$ cat src/rtl/seg_pkg.sv
// seg_pkg: shared types, defaults and constants for the seven-segment digit scanner
package seg_pkg;
   typedef logic [3:0] bcd_digit_t;
   localparam int DEF_NUM_DIGITS = 4;
   typedef enum logic {IDLE, CONV} conv_state_t;
   function automatic int unsigned pow10m1(input int n);
      int unsigned p;
      p = 1;
      for (int i = 0; i < n; i++) p = p * 10;
      return p - 1;
   endfunction
endpackage

$ cat src/rtl/seg_digit_scanner_if.sv
// seg_digit_scanner_if: conversion request and multiplexed display bus
//   load/value   : request to convert an unsigned binary value (master -> slave)
//   busy/ovf     : conversion in progress / last value saturated (slave -> master)
//   bcd/digit_en : current digit code and one-hot digit select (slave -> master)
interface seg_digit_scanner_if #(
   parameter int NUM_DIGITS = 4,
   parameter int BIN_W      = 14
);
   logic                  load;
   logic [BIN_W-1:0]      value;
   logic                  busy;
   logic                  ovf;
   logic [3:0]            bcd;
   logic [NUM_DIGITS-1:0] digit_en;
   modport master (output load, value, input busy, ovf, bcd, digit_en);
   modport slave (input load, value, output busy, ovf, bcd, digit_en);
endinterface

$ cat src/rtl/bin2bcd_dd.sv
// bin2bcd_dd: iterative double-dabble binary to BCD engine, one bit per cycle
//   start   : load operand and clear the iteration counter
//   en      : perform one add-3/shift iteration this cycle
//   done    : high during the final iteration; digits then holds the result
//   digits  : BCD value the register will hold after the current iteration
module bin2bcd_dd import seg_pkg::*; #(
   parameter int NUM_DIGITS = DEF_NUM_DIGITS,
   parameter int BIN_W      = 14
) (
   input  logic                        clk,
   input  logic                        rst,
   input  logic                        start,
   input  logic                        en,
   input  logic [BIN_W-1:0]            operand,
   output logic                        done,
   output bcd_digit_t [NUM_DIGITS-1:0] digits
);
   localparam int SW = 4 * NUM_DIGITS + BIN_W;
   localparam int CW = $clog2(BIN_W + 1);
   logic [SW-1:0] sr, adj, nxt;
   logic [CW-1:0] cnt;
   always_comb begin
      adj = sr;
      for (int i = 0; i < NUM_DIGITS; i++)
         adj[BIN_W+4*i +: 4] = sr[BIN_W+4*i +: 4] >= 4'd5 ? sr[BIN_W+4*i +: 4] + 4'd3 : sr[BIN_W+4*i +: 4];
   end
   assign nxt    = adj << 1;
   assign digits = nxt[SW-1:BIN_W];
   assign done   = en && cnt == CW'(BIN_W - 1);
   always_ff @(posedge clk) begin
      if (rst) begin
         sr  <= '0;
         cnt <= '0;
      end else if (start) begin
         sr  <= SW'(operand);
         cnt <= '0;
      end else if (en) begin
         sr  <= nxt;
         cnt <= cnt + 1'b1;
      end
   end
endmodule

$ cat src/rtl/seg_digit_scanner.sv
// seg_digit_scanner: binary to BCD conversion plus time-multiplexed digit scan
//   clk/rst : clock, synchronous active-high reset
//   bus     : seg_digit_scanner_if slave (load/value in; busy/ovf/bcd/digit_en out)
//   Define SEG_LZ_BLANK_EN to blank leading-zero digits (digit 0 is never blanked).
module seg_digit_scanner import seg_pkg::*; #(
   parameter int NUM_DIGITS  = DEF_NUM_DIGITS,
   parameter int BIN_W       = 14,
   parameter int REFRESH_DIV = 50000
) (
   input logic                clk,
   input logic                rst,
   seg_digit_scanner_if.slave bus
);
   localparam logic [BIN_W-1:0] MAXV = BIN_W'(pow10m1(NUM_DIGITS));
   localparam int IW = NUM_DIGITS > 1 ? $clog2(NUM_DIGITS) : 1;
   localparam int RW = $clog2(REFRESH_DIV);
   conv_state_t                 state_q, state_d;
   logic                        start, done, pend, ovf_q, over;
   bcd_digit_t [NUM_DIGITS-1:0] disp, res;
   logic [IW-1:0]               idx;
   logic [RW-1:0]               rcnt;
   logic [NUM_DIGITS-1:0]       onehot;
   assign over  = bus.value > MAXV;
   assign start = state_q == IDLE && bus.load;
   always_comb begin
      state_d = state_q;
      state_d = state_q == IDLE ? (bus.load ? CONV : IDLE) : (done ? IDLE : CONV);
   end
   always_ff @(posedge clk) begin
      if (rst) begin
         state_q <= IDLE;
         pend    <= 1'b0;
         ovf_q   <= 1'b0;
         disp    <= '0;
      end else begin
         state_q <= state_d;
         if (start) pend <= over;
         if (done) begin
            disp  <= res;
            ovf_q <= pend;
         end
      end
   end
   bin2bcd_dd #(.NUM_DIGITS(NUM_DIGITS), .BIN_W(BIN_W)) u_dd (
      .clk(clk),
      .rst(rst),
      .start(start),
      .en(state_q == CONV),
      .operand(over ? MAXV : bus.value),
      .done(done),
      .digits(res)
   );
   always_ff @(posedge clk) begin
      if (rst) begin
         rcnt <= '0;
         idx  <= '0;
      end else if (rcnt == RW'(REFRESH_DIV - 1)) begin
         rcnt <= '0;
         idx  <= idx == IW'(NUM_DIGITS - 1) ? '0 : idx + 1'b1;
      end else begin
         rcnt <= rcnt + 1'b1;
      end
   end
   assign onehot   = NUM_DIGITS'(1) << idx;
   assign bus.busy = state_q == CONV;
   assign bus.ovf  = ovf_q;
   assign bus.bcd  = disp[idx];
`ifdef SEG_LZ_BLANK_EN
   // lz[k]: digit k and every more-significant digit are zero
   logic [NUM_DIGITS-1:0] lz;
   logic                  acc;
   always_comb begin
      lz  = '0;
      acc = 1'b1;
      for (int k = NUM_DIGITS - 1; k >= 0; k--) begin
         acc   = acc && disp[k] == 4'd0;
         lz[k] = acc;
      end
   end
   assign bus.digit_en = idx != '0 && lz[idx] ? '0 : onehot;
`else
   assign bus.digit_en = onehot;
`endif
endmodule
$ cat src/flat_wrapper.sv
// flat-port wrapper written by rule: the top's interface ports become plain ports
module seg_digit_scanner_flat import seg_pkg::*;
#(
   parameter int NUM_DIGITS  = DEF_NUM_DIGITS,
   parameter int BIN_W       = 14,
   parameter int REFRESH_DIV = 50000
)
  (clk, rst, bus_load, bus_value, bus_busy, bus_ovf, bus_bcd, bus_digit_en);
  seg_digit_scanner_if #(.NUM_DIGITS(NUM_DIGITS), .BIN_W(BIN_W)) bus_i ();
  input logic clk;
  input logic rst;
  input wire logic [$bits(bus_i.load)-1:0] bus_load;
  input wire logic [$bits(bus_i.value)-1:0] bus_value;
  output wire logic [$bits(bus_i.busy)-1:0] bus_busy;
  output wire logic [$bits(bus_i.ovf)-1:0] bus_ovf;
  output wire logic [$bits(bus_i.bcd)-1:0] bus_bcd;
  output wire logic [$bits(bus_i.digit_en)-1:0] bus_digit_en;
  assign bus_i.load = bus_load;
  assign bus_i.value = bus_value;
  assign bus_busy = bus_i.busy;
  assign bus_ovf = bus_i.ovf;
  assign bus_bcd = bus_i.bcd;
  assign bus_digit_en = bus_i.digit_en;
  seg_digit_scanner #(.NUM_DIGITS(NUM_DIGITS), .BIN_W(BIN_W), .REFRESH_DIV(REFRESH_DIV)) u_core (.clk(clk), .rst(rst), .bus(bus_i));
endmodule
$ cat config.mk
export PLATFORM = sky130hd
export DESIGN_NAME = seg_digit_scanner_flat
export DESIGN_NICKNAME = d
export VERILOG_FILES = /design/src/rtl/seg_pkg.sv /design/src/rtl/seg_digit_scanner_if.sv /design/src/rtl/bin2bcd_dd.sv /design/src/rtl/seg_digit_scanner.sv /design/src/flat_wrapper.sv
export SDC_FILE = /design/constraint.sdc
export NUM_CORES = 1
export LEC_CHECK = 0
export ABC_CLOCK_PERIOD_IN_PS = 2790
export CORE_AREA = 2 2 83 85
export CTS_BUF_LIST = sky130_fd_sc_hd__clkbuf_4 sky130_fd_sc_hd__clkbuf_8 sky130_fd_sc_hd__clkbuf_16
export DETAILED_ROUTE_END_ITERATION = 10
export DIE_AREA = 0 0 85 87
export HOLD_SLACK_MARGIN = 0.06
export PLACE_DENSITY = 0.78
export SLEW_MARGIN = 10
export SYNTH_ARGS = -nofsm -noshare
export SYNTH_HDL_FRONTEND = slang
export SYNTH_HIERARCHICAL = 1
export SYNTH_SLANG_ARGS = --single-unit
$ cat constraint.sdc
create_clock -name clk -period 2.79 [get_ports clk]
set_clock_uncertainty 0.2 [all_clocks]
set_input_delay 0.4185 -clock clk [delete_from_list [all_inputs] [get_ports clk]]
set_output_delay 0.4185 -clock clk [all_outputs]
set_load 0.01 [all_outputs]
==> results of run 1 <==
[cell usage after synthesis (all sizes together), types with 2 or more instances]
cell	instances
a21o	4
a21oi	28
a311oi	4
a31o	3
a31oi	3
and2	4
and3	2
and4bb	2
buf	29
clkbuf	6
dfxtp	71
ha	15
inv	17
mux2i	36
mux4	4
nand2	23
nand2b	13
nand3	7
nand4	6
nor2	83
nor2b	5
nor3	9
nor4	5
o21a	3
o21ai	6
o31ai	3
xnor2	17
xor2	4
[kinds of logic (layout without fill, tap and decap cells)]
kind of cell | count (synthesis) | after routing
AO/OA/AOI/OAI | 56 | 56
XOR/XNOR | 21 | 21
adder cells (fa/ha/maj) | 15 | 15
buffers and inverters | 52 | 68
flip-flops | 71 | 71
multiplexers | 40 | 40
AND/OR/NAND/NOR | 167 | 167
[power groups by stage]
| stage | combinational (mW) | sequential, mW | clock [mW] |
|---|---|---|---|
| 2_1_floorplan | 0.181 | 1.09 | 0 |
| 3_3_place_gp | 0.212 | 1.10 | 0 |
| 3_5_place_dp | 0.217 | 1.10 | 0 |
| 4_1_cts | 0.219 | 1.07 | 0.842 |
| 5_1_grt | 0.244 | 1.08 | 0.888 |
| 6_report | 0.220 | 1.07 | 0.823 |
[through the flow]
step           utilization, %  setup WS, ns  power, mW
2_1_floorplan               -         0.621       1.27
3_3_place_gp             59.4         0.554       1.31
3_5_place_dp             59.4         0.448       1.31
4_1_cts                  62.5         0.203       2.13
5_1_grt                  62.5         0.137       2.21
6_report                 62.5         0.221       2.12
[registers in the layout (all words and copies together) (netlist names)]
| register | cells |
|---|---|
| u_core/u_dd/sr | 30 |
| u_core/bus.ovf | 1 |
| u_core/u_dd/cnt | 4 |
| u_core/disp | 16 |
| u_core/pend | 1 |
| u_core/rcnt | 16 |
| u_core/idx | 2 |
| u_core/bus.busy | 1 |
[final timing paths]
path                   from        endpoint  slack [ns]
min reg2reg  u_core/rcnt[0]  u_core/rcnt[0]        0.27
max           u_core/idx[0]      bus_bcd[1]        0.22
min          u_core/rcnt[0]  u_core/rcnt[0]        0.27
max reg2reg  u_core/rcnt[0]  u_core/rcnt[6]        0.78
[placed cells by master, fill, tap and decap left out, types with 2 or more instances in the layout]
cell type / instances
nor3_1: 9
clkbuf_8: 10
nor2_1: 83
a31oi_1: 3
nand3_1: 7
clkdlybuf4s50_1: 26
nand2b_1: 13
dfxtp_1: 70
clkinv_2: 2
a21oi_1: 24
a311oi_1: 4
nor4_1: 5
and3_1: 2
a21o_1: 4
a31o_2: 2
o31ai_1: 3
inv_1: 16
nand4_1: 4
o21ai_0: 6
mux4_2: 4
o21a_1: 3
nor2b_1: 5
ha_1: 15
xnor2_1: 17
and2_1: 4
mux2i_1: 36
nand2_1: 23
xor2_1: 4
a21oi_2: 4
buf_4: 9
[routing by layer]
metal	share of wire, %	wire length (um)	up-vias	GRT usage (%)
li1	-	-	1439	-
met1	47	3270	1314	25.4
met2	49	3440	34	33.3
met3	2.7	187	8	3.70
met4	1.6	115	0	7.50
met5	0	0	-	0
[cell type report]
type / count / area (um2) / share of cell area [%]
clock buffer: 11 / 145 / 3.54
clock inverter: 5 / 56.3 / 1.37
inverter: 17 / 63.8 / 1.55
multi-input combinational: 299 / 1990 / 48.4
sequential: 71 / 1420 / 34.7
tap: 80 / 100 / 2.44
timing repair buffer: 35 / 328 / 7.99
==> Implementation_results.wiki, run 1 <==
{| class="wikitable"
! Metric !! Value
|-
| Outcome || completed
|-
| Switching power as a share of total power || 24.9%
|-
| Req. time, crit path || ~2.2 ns
|-
| Number of buffers inserted by post-CTS setup repair || 0
|-
| Total routed wirelength || roughly 7000 um
|-
| Netlist cell types || 46
|-
| Power spent charging and discharging nets || roughly 530 uW
|-
| Placed cell areas || ~0.0039 mm2
|-
| CTS tree || yes
|-
| Number of design-rule violations left by the first detailed-router iteration || approximately 120
|-
| Cell chosen for the clock root || clkbuf_8
|-
| Total Neg Setup Slack || 0 ns
|-
| Xor/xnor cell area share of the yosys netlist || around 5.0%
|-
| Vias after detailed routing || between 2000 and 3000
|-
| Type of the worst min-delay path || reg2reg
|-
| Main combinational cell family by area after synthesis || simple AND/OR/NAND/NOR gates
|-
| Non-filler instance count after layout || just over 500
|-
| Maximum number of buffers from clock root to sink || 2
|-
| Largest area contributor in the netlist || dfxtp_1
|-
| Adder-cell share of the synthesized area || 5.08%
|-
| Clock insertion delay at the later pin of the skew report || ~0.33 ns
|-
| Proportion of layout cells with a drive suffix above 1 || 9.36%
|-
| Hold buffer count at CTS || 0
|-
| Fill cell total of the finished layout || approximately 550
|-
| Multiplexer area fraction after synthesis || ~12%
|-
| Worst stage delay on the critical path || roughly 0.57 ns
|-
| Count of boundary I/O pins || 27
|-
| Clk pwr share || roughly two fifths
|-
| Std cell rows || 30
|-
| Fraction of the mapped netlist area in compound gates || under 10%
|-
| Post-synthesis sequential area ratio || 38.4%
|-
| Worst setup EP type || primary output
|-
| Final number of hold-violating endpoints || 0
|-
| Dominant cells by area after synthesis || dfxtp_1 (38%), mux2i_1 (9.7%), nor2_1 (8.4%), ha_1 (5.1%), buf_4 (4.1%)
|-
| First-pass detailed-route iteration total || 5
|-
| # clock sinks || 71
|-
| Die span in y || about 87 um
|-
| Clock-pin transition on the worst setup and hold timing paths || ~0.08 ns
|-
| Overall Global Routing Usage || 19.8%
|-
| Synth-to-Final Area Change || 11.0%
|-
| Fraction of registers with async set or reset after synthesis || 0%
|-
| Average routed wire per standard cell || 13.5 um
|-
| Number of pins with negative max-slew slack in the final report || 0
|-
| Placer Congestion || approximately 0.78
|-
| Half-perimeter wire length after detailed placement || 4930 um
|-
| Crit-path max FO || 9
|-
| Global-route wire length before repair || around 12000 um
|-
| Netlist area before placement || approximately 0.0037 mm2
|-
| PostCTS Resize Cnt || 0
|-
| Max-Slew Margin vs Limit || roughly 60%
|-
| Cell area after layout || roughly 0.004 mm2
|-
| Max-capacitance violation count || 0
|-
| Dominant synthesized flop cell || dfxtp_1
|-
| Worst reg2reg path depth || 5
|-
| Number of antenna diodes || 0
|-
| FF+latch count, synth || 71
|-
| NumNets Final || ~470
|-
| Number of setup violations in the final report || 0
|-
| P per Cell Area || roughly 520 mW/mm2
|-
| Remaining global-route overflow || 0
|-
| Kind of launch point of the worst setup path || flip-flop
|-
| Clock buffers created by TritonCTS || 9
|-
| Worst slack on hold paths || roughly 0.27 ns
|-
| Crit path buf inv count || 1
|-
| Slowest-stage cell, CP || dfxtp_1
|-
| Maximum number of pins on one net before global-route repair || 29
|-
| CP Cell Sequence || mux4_2 -> clkdlybuf4s50_1
|-
| Avg Vias per Cell || ~5.4
|-
| Worst-case vdd ir drop || roughly 0.33 mV
|-
| Via count of the first global-routing pass || roughly 2700
|-
| CTS H-tree lvls || 3
|-
| Number of instances on the worst hold path || 1
|-
| Nets in the synthesized netlist || about 450
|-
| Leakage Power || approximately 1.6 nW
|-
| Worst path top cell family by delay || flip-flops
|-
| Synth top area share || between 30% and 40%
|-
| Levels on crit path || 2
|-
| Number of antenna violations at the first check in global routing || 0
|-
| Total Die Area || between 0.007 and 0.008 mm2
|-
| Number of buffer cells added on primary ports || 26
|-
| Syn avg cell area || 8.76 um2
|-
| Initial cell density of the core || a little under three fifths
|-
| Synthesized netlist cell count || 422
|-
| Part of the power in registers || 50.7%
|-
| Critical path class || reg2out
|-
| Relative contribution of combinational cells to total power || between 10% and 20%
|-
| Upper clock frequency limit || ~390 MHz
|-
| Post-route DRC || 0
|-
| Shortest period the worst path allows || 2.57 ns
|-
| Cell-internal power || between 1.5 and 2 mW
|-
| Number of placed cells counting well taps || approximately 500
|-
| Synth Area in Simple Gates || between 20% and 30%
|-
| Synthesis warning total || 6
|-
| Count of flip-flops with a built-in enable after synthesis || 0
|-
| Worst slew pin tran || 0.594 ns
|-
| Number of nets with antenna violations after detailed routing || 0
|-
| Fraction of the cycle the final worst path needs || 92.1%
|-
| Unrepaired setup endpoints after global routing || false
|-
| Arrival @ worst endpoint || a little under 2 ns
|-
| Area of the core region || ~0.0066 mm2
|-
| Die span in x || between 80 and 90 um
|}
Note: power is estimated with default switching activity, not from simulation.
==> run 2, diff against run 1 <==
--- a/config.mk
+++ b/config.mk
@@ -6,12 +6,12 @@
 export NUM_CORES = 1
 export LEC_CHECK = 0
 export ABC_CLOCK_PERIOD_IN_PS = 2790
-export CORE_AREA = 2 2 83 85
+export CORE_AREA = 2 2 89 91
 export CTS_BUF_LIST = sky130_fd_sc_hd__clkbuf_4 sky130_fd_sc_hd__clkbuf_8 sky130_fd_sc_hd__clkbuf_16
 export DETAILED_ROUTE_END_ITERATION = 10
-export DIE_AREA = 0 0 85 87
+export DIE_AREA = 0 0 91 93
 export HOLD_SLACK_MARGIN = 0.06
-export PLACE_DENSITY = 0.78
+export PLACE_DENSITY = 0.69
 export SLEW_MARGIN = 10
 export SYNTH_ARGS = -nofsm -noshare
 export SYNTH_HDL_FRONTEND = slang
==> Implementation_results.wiki, run 2 (synthesis gave the netlist of run 1 again) <==
{| class="wikitable"
! Metric !! Value
|-
| Outcome || completed
|-
| Clock insertion delay at the later pin of the skew report || 0.35 ns (+0.02 ns)
|-
| Maximum number of pins on one net before global-route repair || 34 (+17%)
|-
| Avg Vias per Cell || 5.15 (-4.6%)
|-
| Most frequent cells in the layout || nor2_1 (83), dfxtp_1 (70), mux2i_1 (36), clkdlybuf4s50_1 (26), a21oi_1 (24)
|-
| Unrepaired setup endpoints after global routing || false
|-
| Clock-pin transition on the worst setup and hold timing paths || 0.08 ns (about the same)
|-
| CTS tree || yes
|-
| Total routed wirelength || 6900 um (-1.5%)
|-
| Count of boundary I/O pins || 27 (unchanged)
|-
| Die span in x || 91 um (+7.1%)
|-
| Fraction of the cycle the final worst path needs || 93.8% (+1.8 points)
|-
| P per Cell Area || 520 mW/mm2 (+0.84%)
|-
| NumNets Final || 466 (+0.22%)
|-
| Worst stage delay on the critical path || 0.59 ns (+0.02 ns)
|-
| Std cell rows || 32 (+6.7%)
|-
| Commonest non-fill, non-tap cell in the layout || nor2_1
|-
| Number of antenna violations at the first check in global routing || 0 (unchanged)
|-
| Registers with the highest flip-flop counts || u_core/u_dd/sr x30, u_core/disp x16, u_core/rcnt x16
|-
| PostCTS Resize Cnt || 0 (unchanged)
|-
| Multi-input gate area in the final layout || 0.00199 mm2 (unchanged)
|-
| Worst slew pin tran || 0.593 ns (-0.000713 ns)
|-
| # clock sinks || 71 (unchanged)
|-
| CP Cell Sequence || mux4_2 -> clkdlybuf4s50_1
|-
| Placed cell areas || 0.00394 mm2 (+0.90%)
|-
| Via count of the first global-routing pass || 2673 (+0.68%)
|-
| Number of design-rule violations left by the first detailed-router iteration || 105 (-15%)
|-
| Number of buffer cells added on primary ports || 26 (unchanged)
|-
| Synth-to-Final Area Change || 12.3%
|-
| Number of buffers inserted by post-CTS setup repair || 0 (unchanged)
|-
| Kind of launch point of the worst setup path || flip-flop
|-
| Overall Global Routing Usage || 17.5% (-2.4 points)
|-
| Maximum number of buffers from clock root to sink || 2 (unchanged)
|-
| Average routed wire per standard cell || 12.8 um (-5.7%)
|-
| Placer Congestion || 0.757 (-3.3%)
|-
| Remaining global-route overflow || 0 (unchanged)
|-
| Req. time, crit path || 2.17 ns (about the same)
|-
| Cell chosen for the clock root || clkbuf_8
|-
| Arrival @ worst endpoint || 2.00 ns (+0.05 ns)
|-
| Number of nets with antenna violations after detailed routing || 0 (unchanged)
|-
| Global-route wire length before repair || 12000 um (+0.69%)
|-
| Met2 Usage GRT || 29.4% (-3.9 points)
|-
| Number of placed cells counting well taps || 525 (+4.6%)
|-
| Clock buffers created by TritonCTS || 9 (unchanged)
|-
| Cell area after layout || 0.00415 mm2 (+1.1%)
|-
| Slowest-stage cell, CP || dfxtp_1
|-
| Number of pins with negative max-slew slack in the final report || 0 (unchanged)
|-
| Upper clock frequency limit || 382 MHz (-1.9%)
|-
| Shortest period the worst path allows || 2.62 ns (+0.0497 ns)
|-
| Non-filler instance count after layout || 541 (+4.4%)
|-
| Initial cell density of the core || 49.1% (-7.2 points)
|-
| Critical path class || reg2out
|-
| Share of the core filled with cells in the final layout || 55.1% (-7.3 points)
|-
| Proportion of layout cells with a drive suffix above 1 || 9.57% (+0.21 points)
|-
| Crit path buf inv count || 1 (unchanged)
|-
| Leakage Power || 1.57 nW (+0.24%)
|-
| Fill cell total of the finished layout || 729 (+34%)
|-
| Vias after detailed routing || 2786 (-0.32%)
|-
| Worst-case vdd ir drop || 0.235 mV (-29%)
|-
| CTS H-tree lvls || 3 (unchanged)
|-
| Fraction of met1 tracks used by global routing || 21.8% (-3.7 points)
|-
| Hold buffer count at CTS || 0 (unchanged)
|-
| Flip-flop count of the largest register after layout || 30 (unchanged)
|-
| Worst setup EP type || primary output
|-
| Number of antenna diodes || 0 (unchanged)
|-
| Register with the highest flop count || u_core/u_dd/sr
|-
| Met3 Resource Use GR || 2.90% (-0.80 points)
|-
| Half-perimeter wire length after detailed placement || 4780 um (-3.0%)
|-
| Total Neg Setup Slack || 0 ns (unchanged)
|-
| Max-capacitance violation count || 0 (unchanged)
|-
| Post-route DRC || 0 (unchanged)
|-
| Final number of hold-violating endpoints || 0 (unchanged)
|-
| First-pass detailed-route iteration total || 4 (-1)
|-
| Number of setup violations in the final report || 0 (unchanged)
|-
| Max-Slew Margin vs Limit || 60.5% (about the same)
|-
| Most heavily used metal layer in global routing || met2
|-
| Crit-path max FO || 9 (unchanged)
|-
| Worst path top cell family by delay || flip-flops
|-
| Area of the core region || 0.00753 mm2 (+15%)
|-
| Type of the worst min-delay path || reg2reg
|-
| FF/Latch Area || 0.00142 mm2 (unchanged)
|-
| Total Die Area || 0.00846 mm2 (+14%)
|-
| Total power || 2.16 mW (+2.0%)
|-
| Die span in y || 93 um (+6.9%)
|}
## run 2: changes by cell type in the layout (fill, tap and decap cells not counted)
| cell | before | now |
|---|---|---|
| clkbuf_8 | 10 | 11 |
| buf_4 | 9 | 10 |
| clkinv_2 | 2 | 0 |
| inv_6 | 1 | 0 |
| clkinvlp_4 | 1 | 2 |
| clkinv_4 | 0 | 1 |
## run 2: final timing paths
path | from | to | slack, ns | cells past startpoint
worst min register to register | u_core/rcnt[0] | u_core/rcnt[0] | 0.28 | 1
worst min-delay path | u_core/rcnt[0] | u_core/rcnt[0] | 0.28 | 1
worst max-delay path | u_core/idx[0] | bus_bcd[2] | 0.17 | 2
worst max register to register | u_core/rcnt[0] | u_core/rcnt[9] | 0.83 | 5
## run 2: area by class of cell
cell class	instances	area share, %
inverters	17	1.54
flip-flops and latches	71	34.3
well taps	102	3.08
repair buffers	36	8.08
clock buffers	12	3.83
clock inverters	4	1.30
multi-input cells	299	47.9
## run 2: report_power, final
part	leakage [nW]	internal, mW	switching [mW]
clock	0.102	0.473	0.394
sequential	0.576	1.04	0.0259
combinational	0.893	0.101	0.122
## run 2: per-stage QoR
step,hold WS (ns),setup WS (ns)
CTS,0.282,0.140
global route,0.308,0.0793
finish,0.277,0.172
floorplan,0.229,0.621
detailed placement,0.266,0.399
global placement,0.243,0.511
## run 2: layer usage
metal | vias up | part of all wire (%)
met1 | 1292 | 49
met5 | - | 0
met4 | 0 | 1.9
met3 | 11 | 2.7
li1 | 1451 | -
met2 | 32 | 47
